<file path="config.mk">
export PLATFORM = sky130hd
export DESIGN_NAME = ads1299_frame_reader_flat
export DESIGN_NICKNAME = d
export VERILOG_FILES = /design/src/rtl/boreal_ads_pkg.sv /design/src/rtl/ads1299_frame_reader_if.sv /design/src/rtl/boreal_sync_fall.sv /design/src/rtl/ads1299_frame_reader.sv /design/src/flat_wrapper.sv
export SDC_FILE = /design/constraint.sdc
export NUM_CORES = 1
export LEC_CHECK = 0
export CORE_UTILIZATION = 58
export CTS_CLUSTER_SIZE = 40
export DETAILED_ROUTE_END_ITERATION = 10
export GPL_TIMING_DRIVEN = 1
export PLACE_DENSITY = 0.94
export REMOVE_ABC_BUFFERS = 1
export SLEW_MARGIN = 30
export SYNTH_ARGS = -nofsm -noshare
export SYNTH_HDL_FRONTEND = slang
export SYNTH_SLANG_ARGS = --single-unit
</file>
<file path="constraint.sdc">
create_clock -name clk_100m -period 3.55 [get_ports clk_100m]
set_clock_uncertainty 0.2 [all_clocks]
set_input_delay 0.71 -clock clk_100m [delete_from_list [all_inputs] [get_ports clk_100m]]
set_output_delay 0.71 -clock clk_100m [all_outputs]
set_load 0.02 [all_outputs]
</file>
<file path="src/rtl/boreal_ads_pkg.sv">
// Shared types and frame constants for the ADS1299 acquisition path.
// Imported by the frame reader and its interface users.
package boreal_ads_pkg;

    typedef enum logic [2:0] {
        IDLE,
        CS_SETUP,
        SHIFT,
        CS_HOLD,
        PUBLISH
    } state_t;

    localparam int STATUS_BITS = 24;
    localparam int CH_BITS     = 24;
    localparam int FRAME_BITS  = 216;
    localparam logic [3:0] STATUS_HDR = 4'hC;

endpackage

</file>
<file path="src/rtl/ads1299_frame_reader_if.sv">
// SPI link between the frame reader (master) and the ADS1299 (slave).
// DRDY travels with the bus since it frames every read.
interface ads1299_frame_reader_if;

    logic ads_drdy_n;
    logic ads_miso;
    logic ads_sclk;
    logic ads_cs_n;

    modport master (
        input  ads_drdy_n,
        input  ads_miso,
        output ads_sclk,
        output ads_cs_n
    );

    modport slave (
        output ads_drdy_n,
        output ads_miso,
        input  ads_sclk,
        input  ads_cs_n
    );

endinterface

</file>
<file path="src/rtl/boreal_sync_fall.sv">
// Two-flop synchronizer with a one-cycle falling-edge pulse.
// Flops reset high so an idle-high strobe never fires out of reset.
module boreal_sync_fall (
    input  logic clk,
    input  logic rst_n,
    input  logic async_in,
    output logic fall
);

    // sr[1] is the synchronized level, sr[2] its previous value
    logic [2:0] sr;

    always_ff @(posedge clk) begin
        if (!rst_n) sr <= '1;
        else        sr <= {sr[1:0], async_in};
    end

    assign fall = sr[2] & ~sr[1];

endmodule

</file>
<file path="src/rtl/ads1299_frame_reader.sv">
// Reads one full ADS1299 RDATA frame per DRDY and publishes
// all channels as one word with a single-cycle valid.
module ads1299_frame_reader
    import boreal_ads_pkg::*;
#(
    parameter int SCLK_DIV     = 4,
    parameter int CS_SETUP_CYC = 4,
    parameter int CS_HOLD_CYC  = 4,
    parameter int N_CH         = 8
) (
    input  logic                      clk_100m,
    input  logic                      rst_n,
    input  logic                      enable,
    ads1299_frame_reader_if.master    spi,
    output logic [CH_BITS*N_CH-1:0]   raw8,
    output logic [STATUS_BITS-1:0]    status,
    output logic                      frame_valid,
    output logic                      frame_err,
    output logic                      overrun,
    output logic                      busy
);

    localparam logic [7:0] HALF_LAST  = 8'(SCLK_DIV - 1);
    localparam logic [7:0] SETUP_LAST = 8'(CS_SETUP_CYC - 1);
    localparam logic [7:0] HOLD_LAST  = 8'(CS_HOLD_CYC - 1);
    localparam logic [7:0] BIT_LAST   = 8'(FRAME_BITS - 1);

    state_t state, state_nxt;

    logic                  drdy_fall;
    logic                  sclk_q;
    logic                  cs_n_q;
    logic [7:0]            cnt;
    logic [7:0]            half;
    logic [7:0]            bitc;
    logic [FRAME_BITS-1:0] shreg;
    logic                  half_done;
    logic                  hdr_ok;

    boreal_sync_fall u_drdy (
        .clk      (clk_100m),
        .rst_n    (rst_n),
        .async_in (spi.ads_drdy_n),
        .fall     (drdy_fall)
    );

    assign half_done = (half == HALF_LAST);
    assign hdr_ok    = (shreg[FRAME_BITS-1 -: 4] == STATUS_HDR);

    always_ff @(posedge clk_100m) begin
        if (!rst_n) state <= IDLE;
        else        state <= state_nxt;
    end

    always_comb begin
        state_nxt = state;
        unique case (state)
            IDLE:     if (drdy_fall && enable)        state_nxt = CS_SETUP;
            CS_SETUP: if (cnt == SETUP_LAST)          state_nxt = SHIFT;
            SHIFT:    if (half_done && sclk_q &&
                          bitc == BIT_LAST)           state_nxt = CS_HOLD;
            CS_HOLD:  if (cnt == HOLD_LAST)           state_nxt = PUBLISH;
            PUBLISH:                                  state_nxt = IDLE;
            default:                                  state_nxt = IDLE;
        endcase
    end

    always_ff @(posedge clk_100m) begin
        if (!rst_n) begin
            sclk_q      <= 1'b0;
            cs_n_q      <= 1'b1;
            cnt         <= '0;
            half        <= '0;
            bitc        <= '0;
            shreg       <= '0;
            raw8        <= '0;
            status      <= '0;
            frame_valid <= 1'b0;
            frame_err   <= 1'b0;
        end else begin
            frame_valid <= 1'b0;
            frame_err   <= 1'b0;
            unique case (state)
                IDLE: begin
                    if (state_nxt == CS_SETUP) begin
                        cs_n_q <= 1'b0;
                        cnt    <= '0;
                    end
                end
                CS_SETUP: begin
                    if (cnt == SETUP_LAST) begin
                        sclk_q <= 1'b1;
                        half   <= '0;
                        bitc   <= '0;
                    end else begin
                        cnt <= cnt + 8'd1;
                    end
                end
                SHIFT: begin
                    if (half_done) begin
                        half   <= '0;
                        sclk_q <= ~sclk_q;
                        // MISO sampled on the edge that drops SCLK
                        if (sclk_q) begin
                            shreg <= {shreg[FRAME_BITS-2:0], spi.ads_miso};
                            bitc  <= bitc + 8'd1;
                            cnt   <= '0;
                        end
                    end else begin
                        half <= half + 8'd1;
                    end
                end
                CS_HOLD: begin
                    if (cnt == HOLD_LAST) cs_n_q <= 1'b1;
                    else                  cnt    <= cnt + 8'd1;
                end
                PUBLISH: begin
                    if (hdr_ok) begin
                        status <= shreg[FRAME_BITS-1 -: STATUS_BITS];
                        for (int k = 0; k < N_CH; k++) begin
                            raw8[CH_BITS*k +: CH_BITS] <=
                                shreg[FRAME_BITS-STATUS_BITS-1-CH_BITS*k -: CH_BITS];
                        end
                        frame_valid <= 1'b1;
                    end else begin
                        frame_err <= 1'b1;
                    end
                end
                default: ;
            endcase
        end
    end

    assign spi.ads_sclk = sclk_q;
    assign spi.ads_cs_n = cs_n_q;
    assign busy         = (state != IDLE);
    assign overrun      = drdy_fall && (state != IDLE);

endmodule

</file>
<file path="src/flat_wrapper.sv">
// flat-port wrapper written by rule: the top's interface ports become plain ports
module ads1299_frame_reader_flat import boreal_ads_pkg::*;
#(
    parameter int SCLK_DIV     = 4,
    parameter int CS_SETUP_CYC = 4,
    parameter int CS_HOLD_CYC  = 4,
    parameter int N_CH         = 8
)
  (clk_100m, rst_n, enable, raw8, status, frame_valid, frame_err, overrun, busy, spi_ads_drdy_n, spi_ads_miso, spi_ads_sclk, spi_ads_cs_n);
  ads1299_frame_reader_if spi_i ();
  input  logic clk_100m;
  input  logic rst_n;
  input  logic enable;
  output logic [CH_BITS*N_CH-1:0] raw8;
  output logic [STATUS_BITS-1:0] status;
  output logic frame_valid;
  output logic frame_err;
  output logic overrun;
  output logic busy;
  input wire logic [$bits(spi_i.ads_drdy_n)-1:0] spi_ads_drdy_n;
  input wire logic [$bits(spi_i.ads_miso)-1:0] spi_ads_miso;
  output wire logic [$bits(spi_i.ads_sclk)-1:0] spi_ads_sclk;
  output wire logic [$bits(spi_i.ads_cs_n)-1:0] spi_ads_cs_n;
  assign spi_i.ads_drdy_n = spi_ads_drdy_n;
  assign spi_i.ads_miso = spi_ads_miso;
  assign spi_ads_sclk = spi_i.ads_sclk;
  assign spi_ads_cs_n = spi_i.ads_cs_n;
  ads1299_frame_reader #(.SCLK_DIV(SCLK_DIV), .CS_SETUP_CYC(CS_SETUP_CYC), .CS_HOLD_CYC(CS_HOLD_CYC), .N_CH(N_CH)) u_core (.clk_100m(clk_100m), .rst_n(rst_n), .enable(enable), .spi(spi_i), .raw8(raw8), .status(status), .frame_valid(frame_valid), .frame_err(frame_err), .overrun(overrun), .busy(busy));
endmodule
</file>
### Word level (Yosys, flattened, before mapping)

Index checks and enable logic that the tools add are counted.

* flip-flop bits (word level): 466
* output and inout bits: 222
* logic and storage cells: 74
* input bits: 5

* bitwise operators: 3
* $add $sub $neg: 3
* reductions and logical operators: 18
* eq/ne operators: 15
* multiplexer cells: 23

Operators by type and width (count)
* $mux W8: 8
* $pmux W8 S2: 2
* $add A8 B1 Y8 const B: 3
* $pmux W8 S3: 1
* $eq A8 B2 Y1 const B: 2
* $mux W3: 4
* $pmux W3 S4: 1
* $ne A2 B1 Y1 const B: 5
* $reduce_and A3 Y1: 3
* $eq A8 B8 Y1 const B: 1
* $eq A3 B1 Y1 const B: 2
* $eq A3 B2 Y1 const B: 2
* $reduce_and A2 Y1: 3
* $reduce_bool A3 Y1: 2
* $mux W1: 5
* $reduce_and A5 Y1: 1
* $eq A4 B4 Y1 const B: 1
* $logic_and A1 B1 Y1: 4
* $pmux W1 S2: 2
* $reduce_and A4 Y1: 1
* $reduce_bool A2 Y1: 2
* $eq A3 B3 Y1 const B: 1
* $logic_not A3 Y1: 1
* $ne A2 B2 Y1 const B: 1
* 3 further kinds: 4

### Logic depth before layout (Yosys ltp)

* depth after elaboration: 8
* mapped depth: 8
* depth with buffers taken out: 5

### Hierarchy

Synthesis repeated with hierarchy kept, for this count alone.

* cell total of the unflattened synthesis: 2063
* area total of the unflattened synthesis: 17400.4 um2

By module, submodules not included
* ads1299_frame_reader: cells an instance 2056, area an instance 17315.4 um2, instances 1
* boreal_sync_fall: cells an instance 7, area an instance 85.1 um2, instances 1

### Least setup slack after synthesis

OpenSTA, ideal clock, no wires.

* path type: register to register
* start: register u_core.half[0]
* end: register u_core.bitc[6]
* setup slack: 1410 ps
* stages on the path, launching flop included: 7
* period minus slack after synthesis: 2140 ps
* path buffers: 1
* data required time: 3279 ps
* library setup time: 71 ps
* arrival time: 1870 ps
* cell sequence: dfxtp_1 -> ha_1 -> nor4b_2 -> nand4_2 -> buf_6 -> or4_1 -> a21oi_1

* cells in the longest elaborated chain, start to end: 3

Ends and longest elaborated chain
* start: declaration: RTL line ads1299_frame_reader.sv:34 `logic [7:0] half;`
* start signal: assignment: RTL line ads1299_frame_reader.sv:110 `half <= half + 8'd1;`
* $eq A8 B2 Y1: RTL line ads1299_frame_reader.sv:47 `assign half_done = (half == HALF_LAST);`
* $ne A2 B1 Y1 (no source line)
* $reduce_and A4 Y1 (no source line)
* end signal: assignment: RTL line ads1299_frame_reader.sv:106 `bitc <= bitc + 8'd1;`
* end: declaration: RTL line ads1299_frame_reader.sv:35 `logic [7:0] bitc;`

No other way between the ends.
A chain may end at the register's enable or synchronous reset.

### Worst setup path in the final report

* start: register u_core.state[2]
* end: output overrun

* cells in the longest elaborated chain, start to end: 2

Ends and longest elaborated chain
* start: declaration: RTL line ads1299_frame_reader.sv:28 `state_t state, state_nxt;`
* start signal: assignment: RTL line ads1299_frame_reader.sv:52 `else state <= state_nxt;`
* $reduce_bool A3 Y1: RTL line ads1299_frame_reader.sv:137 `assign overrun = drdy_fall && (state != IDLE);`
* $logic_and A1 B1 Y1: RTL line ads1299_frame_reader.sv:137
* end: declaration: RTL line flat_wrapper.sv:18 `output logic overrun;`

No other way between the ends.

==> flow_summary.yaml <==
layout:
  drive_gt1_share_pct: 4.480
  nets: 2207
  fillCellCount: 1743
  count_of_antenna_diodes_in_the_layout: 0
  signed_area_change_from_the_synthesized_netlist_to_the_final_layout_pct: 24.75
  layoutNonFillerInstCount: 2604
placement:
  place_hpwl_um: 23260
  finalWeightedCongestion: 0.8289
  placedCellCount: 2524
  io_buffers: 226
clocking:
  ctsHoldBuffers: 0
  ctsResizeCount: 0
  h-tree-depth: 2
  post_cts_setup_driven_buffer_insertion_count: 0
  clk_transition_reported_paths_ps: 60
  cts_tree: "built"
  worst_skew_pair.late_latency_ps: 540
  clock_path_buffers: 3
  cts.sinks: 466
  cts_root_buf: "sky130_fd_sc_hd__clkbuf_16"
  tritoncts.num_buffers: 45
synthesis:
  synth-compound-area-share_pct: 15.30
  synth-async-reset-ratio_pct: 0
  synth.distinct_cells: 50
  netlist_area_um2: 16290
  synth_adder_area_share_pct: 0.2304
  post-synth-top-area-fraction_pct: 57.27
  synth_simple_gate_area_share_pct: 23.10
  syn_avg_cell_area_um2: 7.920
  ys.flop_type: "sky130_fd_sc_hd__dfxtp_1"
  most_used_standard_cell_by_instance_count_after_synthesis: "sky130_fd_sc_hd__nand2_1"
  ys_seq_area_share_pct: 57.27
  synth-edff-count: 0
  yosysWarnings: 0
  synth.area.mux_share_pct: 0.06144
  combinational_family_with_the_most_area_after_synthesis: "simple AND/OR/NAND/NOR gates"
  most_instantiated_cells_after_synthesis: "873 x sky130_fd_sc_hd__nand2_1, 466 x sky130_fd_sc_hd__dfxtp_1, 443 x sky130_fd_sc_hd__a21oi_1, 114 x sky130_fd_sc_hd__clkbuf_1, 28 x sky130_fd_sc_hd__buf_2"
  synth_area_leader_cell: "sky130_fd_sc_hd__dfxtp_1"
  synth_cells: 2057
  synth_area_leaders: "sky130_fd_sc_hd__dfxtp_1 57%, sky130_fd_sc_hd__nand2_1 20%, sky130_fd_sc_hd__a21oi_1 14%, sky130_fd_sc_hd__clkbuf_1 2.6%, sky130_fd_sc_hd__buf_2 0.86%"
  xor_and_xnor_fraction_of_the_mapped_netlist_area_pct: 0.1613
  yosys_register_bits: 466
route:
  detail_route.vias_per_cell: 5.596
  routed_wire_length_per_instance_um: 15.38
  routed-via-count: 14570
  remaining_drc_errors: 0
  detail_route.wirelength_um: 40060
  postRouteAntennaNets: 0
  detailedRoute.firstIterationViolations: 1506
  detailedRoute.firstPassIterationCount: 8
setup_path:
  cp-startpoint: "u_core.state[2]"
  timing.critical_path.to_type: "output port"
  worst-r2r-cell-count: 6
  r2r-end: "u_core.shreg[162]"
  timing.critical_path.to: "overrun"
  beginning_of_the_worst_register_to_register_path: "u_core.half[0]"
  start_kind: "flop"
  timing.reg2reg.setup_slack_ps: 810
  worstPathRequired_ps: 2640
  worst-endpoint-arrival_ps: 2140
  worstPathMaxFanout: 11
  worstSetupPathType: "flop to output port"
global_route:
  initial_antenna_violation_count: 0
  grt_first_pass_wirelength_um: 65760
  grt_usage_pct: 27.43
  number_of_global_route_vias_before_repair: 13890
  globalRoute.totalOverflow: 0
  pin_count_of_the_biggest_net_entering_global_routing: 222
timing:
  finalSetupViolCount: 0
  grt_setup_unrepaired: "false"
  maxSlewHeadroom_pct: 25.41
  timing_hold_violations_final: 0
  min_period_over_period_pct: 85.97
  timing_worst_slew_pin_value_ps: 1119
  timing_max_transition_violations_final: 0
  min_period_ps: 3052
  fmaxAchievable_ghz: 0.3277
  whs_ps: 232.7
power:
  powerDensity_nw_per_um2: 512.8
  leakagePower_nw: 6.563
  worst_ir_drop_vdd_v: 0.0004668
  p_total_mw: 10.42
floorplan:
  die_w_um: 169.6
  initial_core_util_pct: 59.78
  core-area_um2: 27250
  fp.dieH_um: 169.6
  dieArea_um2: 28760
  rows: 60
  top_level_ports: 227
run:
  drv_cap: 0
outcome:
  run_status: "completed"
hold_path:
  min-delay-path-class: "flop to flop"
  worstHoldStart: "u_core.u_drdy.sr[0]"
-- state kept, by name (all words and copies together) (netlist names) --
| name | flops |
|---|---|
| u_core.bitc | 8 |
| u_core.cnt | 8 |
| u_core.frame_err | 1 |
| u_core.frame_valid | 1 |
| u_core.half | 8 |
| u_core.raw8 | 192 |
| u_core.shreg | 216 |
| u_core.spi.ads_cs_n | 1 |
| u_core.spi.ads_sclk | 1 |
| u_core.state | 3 |
| u_core.status | 24 |
| u_core.u_drdy.sr | 3 |
-- cells by family (layout without fill, tap and decap cells) --
group           after synthesis  count (layout)
simple gates                948             948
compound gates              481             481
flops                       466             466
buf+inv                     155             330
fa+ha+maj                     3               3
xor+xnor                      3               3
mux                           1               1
-- worst min path at each step --
stage,to,slack (ps),cells after the start
finish,u_core.u_drdy.sr[1],230,1
global route,u_core.u_drdy.sr[1],250,1
CTS,u_core.u_drdy.sr[1],240,1
detailed placement,u_core.u_drdy.sr[1],210,1
global placement,u_core.u_drdy.sr[1],200,1
floorplan,u_core.u_drdy.sr[1],190,1
-- placed cells by master, fill, tap and decap left out, types with 4 or more instances in the layout --
cell                              instances
sky130_fd_sc_hd__or3_1                    5
sky130_fd_sc_hd__buf_4                    6
sky130_fd_sc_hd__nand2_1                873
sky130_fd_sc_hd__clkbuf_1                 7
sky130_fd_sc_hd__o21ai_0                 10
sky130_fd_sc_hd__nor3_1                   4
sky130_fd_sc_hd__a21oi_1                443
sky130_fd_sc_hd__buf_12                  12
sky130_fd_sc_hd__and3_1                   5
sky130_fd_sc_hd__nand2b_1                 5
sky130_fd_sc_hd__or4_1                    5
sky130_fd_sc_hd__nand4_1                  8
sky130_fd_sc_hd__bufinv_16                6
sky130_fd_sc_hd__dfxtp_1                466
sky130_fd_sc_hd__clkbuf_8                12
sky130_fd_sc_hd__clkinv_2                 4
sky130_fd_sc_hd__clkdlybuf4s50_1        226
sky130_fd_sc_hd__o31ai_1                  5
sky130_fd_sc_hd__nand3_1                 14
sky130_fd_sc_hd__inv_1                    5
sky130_fd_sc_hd__nor2_1                  11
sky130_fd_sc_hd__clkbuf_16               47
-- metal layers --
layer  GRT usage (%)  vias up  wire (um)
met2           47.93      590      19970
met3           4.571      108       2800
met4           9.753        0       1188
li1                -     6976          -
met5               0        -          0
met1           34.02     6897      16100
-- stage by stage --
step	setup WS [ps]	utilization (%)	instance area, um^2	TNS [ps]
after floorplan	-4827	-	15680	-1680880
after global placement	974.0	68.70	18720	0
after detailed placement	915.0	68.70	18720	0
after CTS	478.2	74.57	20320	0
after global routing	398.3	74.57	20320	0
final	498.1	74.57	20320	0
-- where the power goes --
| group | internal (mW) | total, mW | switching [mW] |
|---|---|---|---|
| logic | 0.0198 | 0.110 | 0.0900 |
| registers | 5.23 | 5.23 | 0.00305 |
| clock network | 3.11 | 5.08 | 1.97 |
-- worst max-delay path, stage by stage (launching register included) --
cell and delay, ps:
sky130_fd_sc_hd__dfxtp_1 610, sky130_fd_sc_hd__or3_1 230, sky130_fd_sc_hd__and3b_1 180, sky130_fd_sc_hd__clkdlybuf4s50_1 590
-- area by class of cell --
class                      instances  area, um^2  area share [%]
clock buffer                      66        1368           6.729
clock inverter                    14       232.7           1.145
inverter                           6       30.03          0.1478
multi-input combinational       1436        6350           31.25
sequential                       466        9329           45.91
tap                              372       465.4           2.290
timing repair buffer             244        2547           12.54
No activity file was read; power rests on OpenSTA's default activity.
==> RTL change 1: new RTL, same settings <==
Encoding of `state_t`: now one-hot (5 bits for 5 states).
--- a/src/rtl/boreal_ads_pkg.sv
+++ b/src/rtl/boreal_ads_pkg.sv
@@ -3,10 +3,10 @@
 package boreal_ads_pkg;
 
-    typedef enum logic [2:0] {
-        IDLE,
-        CS_SETUP,
-        SHIFT,
-        CS_HOLD,
-        PUBLISH
+    typedef enum logic [4:0] {
+        IDLE     = 5'b00001,
+        CS_SETUP = 5'b00010,
+        SHIFT    = 5'b00100,
+        CS_HOLD  = 5'b01000,
+        PUBLISH  = 5'b10000
     } state_t;
 
Check against the original RTL: no difference found for any inputs over 4 cycles, from zero or initial values and one cycle with rst_n low; so few cycles prove little.
==> RTL change 1 against the unedited design <==
  * Total power down 0.19%
  * Routed wire length is 1.4% higher
  * Worst hold slack better by 0.019 ns
  * Worst setup slack worse by 0.068 ns
  * Sequential cell count is 2 higher
  * Die area rose by 0.49%
  * Count of clock-buffer cells in the layout up 1
  * Design area up 0.93%
  * Area after synthesis grew 0.49%
  * First-iteration DRC count decreased by 0.33%
==> RTL change 1: results (changes against the unedited design) <==
Synthesis
  – Synth top area cells: dfxtp_1 57%, nand2_1 20%, a21oi_1 13%
  – Synth unique cells: 49 (-2.0%)
  – Sequential element share of the synthesized area: 57.23% (about the same)
  – Most frequent cells after synthesis: 881 x nand2_1, 468 x dfxtp_1, 440 x a21oi_1, 123 x clkbuf_1, 24 x buf_2

CTS
  – Sink Count: 468 (+0.43%)
  – Clock Tree Buf Depth: 3 (unchanged)
  – Cts bufs inserted: 46 (+2.2%)

Hold path
  – Min-delay src: u_core.status[23]$_SDFFE_PN0P_
  – Worst Hold Depth: 2 (+1)
  – Worst hold endpoint: u_core.status[23]$_SDFFE_PN0P_

Cells and area
  – Nets: 2233 (+1.2%)
  – Share of layout cells above drive strength 1: 5.126% (+0.65 points)

Detailed routing
  – Vias per cell: 5.563 (-0.58%)
  – Routed WL per cell: 15.38 um (about the same)
  – DRT iter0 DRCs: 1501 (-0.33%)
  – Final antenna-violating net count: 0 (unchanged)

Placement
  – Final Wtd Congestion: 0.7726 (-6.8%)
  – Post-DP HPWL: 24040 um (+3.3%)
  – Port Buf Inserts: 226 (unchanged)

Setup path
  – R2R Setup Slk: 0.51 ns (-0.30 ns)
  – Crit Path Max Fanout: 5 (-6)
  – RR Endpoint: u_core.shreg[95]$_SDFFE_PN0P_
  – FF-to-FF path depth: 7 (+1)

Power
  – Peak VDD IR: 0.3704 mV (-21%)
  – Power per Cell Area: 507.1 nW/um^2 (-1.1%)
  – Leakage: 6.605 nW (+0.64%)

Global route
  – First-pass GRT wire length: 65870 um (+0.17%)
  – Vias in the first global route: 13855 (-0.23%)
  – Largest net degree at the start of global routing: 169 (-24%)
  – Gr usage total: 27.52% (+0.093 points)

Timing
  – Fin Hold WS: 0.2520 ns (+0.01934 ns)

Outcome
  – Outcome: finished, final reports clean
[RTL change 1: cell types whose count changed in the layout (fill, tap and decap cells not counted), sizes merged, moves of 4 or more]
cell    change
a31oi       +4
buf         +6
nand2       +8
nand4       -6
o31ai       -4
clkinv      +6
nor2       +11
o21ai       +6
[RTL change 1: final cells by class]
class / instances / area, um^2
well taps: 378 / 473.0
repair buffers: 250 / 2643
fillers: 1834 / 7271
flip-flops and latches: 468 / 9369
clock inverters: 19 / 256.5
multi-input cells: 1454 / 6402
inverters: 5 / 26.28
clock buffers: 67 / 1341
[RTL change 1: kinds of logic after synthesis]
logic type      after synthesis  synth area share [%]
buf+inv                     155                 3.829
flops                       468                 57.23
mux                           3                0.1834
compound gates              476                 14.93
fa+ha+maj                     3                0.2293
xor+xnor                      6                0.3210
simple gates                966                 23.28
[RTL change 1: per-stage QoR]
step | instance area (um^2) | std cells | utilization, % | setup slack (ns) | power [mW]
after floorplan | 15760 | 1927 | - | -4.023 | 5.432
after global placement | 18910 | 2555 | 68.08 | 0.6919 | 5.484
after detailed placement | 18910 | 2555 | 68.08 | 0.5095 | 5.486
after CTS | 20510 | 2641 | 73.83 | 0.4201 | 10.46
after global routing | 20510 | 2641 | 73.83 | 0.2917 | 10.69
final | 20510 | 2641 | 73.83 | 0.4297 | 10.40
[RTL change 1: worst max-delay path, stage by stage, from the launching register on]
cell	delay (ns)
dfxtp_1	0.35
or3_4	0.43
nor2_1	0.28
nor3b_1	0.08
clkdlybuf4s50_1	0.54
[RTL change 1: how the worst max path moves through the flow]
stage                                startpoint                             end  slack [ns]
floorplan            u_core.state[0]$_SDFF_PN1_     u_core.raw8[0]$_SDFFE_PN0P_       -4.02
global placement    u_core.half[0]$_SDFFE_PN0P_  u_core.shreg[100]$_SDFFE_PN0P_        0.69
detailed placement  u_core.half[0]$_SDFFE_PN0P_  u_core.shreg[102]$_SDFFE_PN0P_        0.51
CTS                  u_core.state[1]$_SDFF_PN0_                         overrun        0.42
global route        u_core.half[0]$_SDFFE_PN0P_  u_core.shreg[211]$_SDFFE_PN0P_        0.29
finish               u_core.state[1]$_SDFF_PN0_                         overrun        0.43
[RTL change 1: layer usage]
metal	vias to the layer above	part of all wire (%)	GRT usage (%)
met5	-	0	0
met4	0	3.4	12.03
met3	106	6.7	4.465
met2	573	50	48.02
met1	6990	40	33.42
li1	7023	-	-
[RTL change 1: power breakdown]
part | leakage [nW] | internal [mW] | switching [mW]
logic | 2.06 | 0.0251 | 0.0909
registers | 3.77 | 5.25 | 0.00159
clock network | 0.779 | 3.01 | 2.02
total | 6.60 | 8.28 | 2.12
==> RTL change 2: new RTL, config.mk and constraints unchanged <==
Without the edit above. The package constant `CH_BITS` goes from 24 to 12.
--- a/src/rtl/boreal_ads_pkg.sv
+++ b/src/rtl/boreal_ads_pkg.sv
@@ -12,5 +12,5 @@
 
     localparam int STATUS_BITS = 24;
-    localparam int CH_BITS     = 24;
+    localparam int CH_BITS     = 12;
     localparam int FRAME_BITS  = 216;
     localparam logic [3:0] STATUS_HDR = 4'hC;
Ports: changed (resized raw8); port bits go from 227 to 131. The function was not compared with the original's and may differ.
==> RTL change 2 against the unedited design <==
  * Total power shrank 24%
  * Routed wire length shrank 30%
  * Largest power group unchanged
  * Via count shrank 24%
  * Design area shrank 23%
  * Worst setup slack gained 0.049 ns
  * Core utilization shrank 3.6 points
  * Area after synthesis shrank 20%
  * Sequential cell count shrank 96
  * Synthesized cell count shrank 20%
  * The flow now finishes with violations (design-rule violations)
  * Fmax grew 1.6%
==> RTL change 2: results (changes against the unedited design) <==
Placement
  – Post-DP HPWL: 15900 um (-32%)
  – Port Buf Inserts: 130 (-42%)
  – Final Wtd Congestion: 0.8325 (+0.43%)
  – Placed cell area: 14410 um^2 (-23%)

Cells and area
  – Finished Layout Cells: 2018 (-23%)
  – Share of layout cells above drive strength 1: 4.315% (-0.16 points)
  – Antenna cells: 0 (unchanged)
  – Nets: 1721 (-22%)
  – Largest regs: u_core.shreg (216), u_core.raw8 (96), u_core.status (24)

Global route
  – Vias in the first global route: 10198 (-27%)
  – Gr usage total: 23.51% (-3.9 points)
  – Initial antenna violation count: 0 (unchanged)
  – First-pass GRT wire length: 46730 um (-29%)
  – Largest net degree at the start of global routing: 226 (+1.8%)

Synthesis
  – Synth Instances: 1653 (-20%)
  – Post-synth ARST share: 0% (unchanged)
  – Synth top area cells: dfxtp_1 57%, nand2_1 20%, a21oi_1 13%
  – Ys Warns: 0 (unchanged)
  – Synth unique cells: 47 (-6.0%)
  – Most frequent cells after synthesis: 685 x nand2_1, 370 x dfxtp_1, 343 x a21oi_1, 103 x clkbuf_1, 15 x buf_2
  – Sequential element share of the synthesized area: 56.78% (-0.49 points)

Outcome
  – Outcome: complete, but fails checks
  – Failing checks: design-rule violations

CTS
  – CTS H-tree lvls: 2 (unchanged)
  – Clk_lat worst skew: 0.51 ns (-0.03 ns)
  – Cts bufs inserted: 36 (-20%)
  – Post-CTS sizing: 0 (unchanged)

Power
  – Peak VDD IR: 0.3188 mV (-32%)
  – Leakage: 4.990 nW (-24%)

Setup path
  – RR Endpoint: u_core.shreg[42]$_SDFFE_PN0P_
  – Crit-path max cell delay: 0.53 ns (-0.08 ns)
  – Crit-path slowest cell: clkdlybuf4s50_1
  – CP top delay family: simple AND/OR/NAND/NOR gates
  – CP Data Arrival Time: 2.09 ns (-0.05 ns)
  – Worst r2r src: u_core.half[0]$_SDFFE_PN0P_
  – Crit Path Max Fanout: 12 (+1)

Timing
  – Worst slew pin tran: 1.053 ns (-0.06563 ns)
  – Fin Hold WS: 0.2145 ns (-0.01815 ns)

Detailed routing
  – DRC violations left: 26 (+26)
  – DRT Wirelength: 27940 um (-30%)
  – DRT iter0 DRCs: 956 (-37%)
  – First-pass detailed-route iteration total: 8 (unchanged)
  – Vias per cell: 5.516 (-1.4%)
## RTL change 2: worst max-delay path by stage
stage	endpoint	from	cells after the start	slack, ns
3_5_place_dp	u_core.shreg[153]$_SDFFE_PN0P_	u_core.half[0]$_SDFFE_PN0P_	6	0.87
3_3_place_gp	u_core.raw8[12]$_SDFFE_PN0P_	rst_n	4	0.95
5_1_grt	overrun	u_core.state[2]$_SDFF_PN0_	3	0.50
2_1_floorplan	u_core.bitc[0]$_SDFFE_PN0P_	u_core.half[0]$_SDFFE_PN0P_	5	-3.93
4_1_cts	overrun	u_core.state[2]$_SDFF_PN0_	3	0.55
6_report	overrun	u_core.state[2]$_SDFF_PN0_	3	0.55
## RTL change 2: area by class of cell
| type | instances | area [um^2] |
|---|---|---|
| Fill cell | 1545 | 6372 |
| Sequential cell | 370 | 7407 |
| Timing Repair Buffer | 145 | 1480 |
| Inverter | 7 | 33.78 |
| Clock inverter | 9 | 86.33 |
| Tap cell | 280 | 350.3 |
| Multi-Input combinational cell | 1153 | 5149 |
| Clock buffer | 54 | 1080 |
## RTL change 2: logic make-up after synthesis
group                      count (synthesis)  share of synthesized area, %
xor gates and xnor gates                   8                        0.5371
DFF                                      370                         56.78
buffers and inverters                    130                         3.942
muxes                                      2                        0.1535
adders and majority gates                  3                        0.2877
AOI/OAI and AO/OA                        375                         14.80
and+or+nand+nor                          765                         23.51
## RTL change 2: per-stage QoR
| stage | total power, mW | worst slack (ns) |
|---|---|---|
| 6_report | 7.964 | 0.5471 |
| 5_1_grt | 8.191 | 0.4957 |
| 4_1_cts | 8.017 | 0.5529 |
| 3_5_place_dp | 4.335 | 0.8655 |
| 3_3_place_gp | 4.334 | 0.9503 |
| 2_1_floorplan | 4.301 | -3.929 |
## RTL change 2: per-layer routing
layer | part of all wire (%) | global-route usage [%]
met2 | 50 | 40.67
met4 | 2.5 | 8.649
met3 | 4.4 | 3.252
met5 | 0 | 0
met1 | 43 | 30.00
## RTL change 2: power breakdown
group          leakage, nW  internal, mW  switching, mW
Combinational         1.44        0.0158         0.0730
Sequential            2.98          4.15        0.00232
Clock                0.570          2.18           1.54
Total                 4.99          6.35           1.61
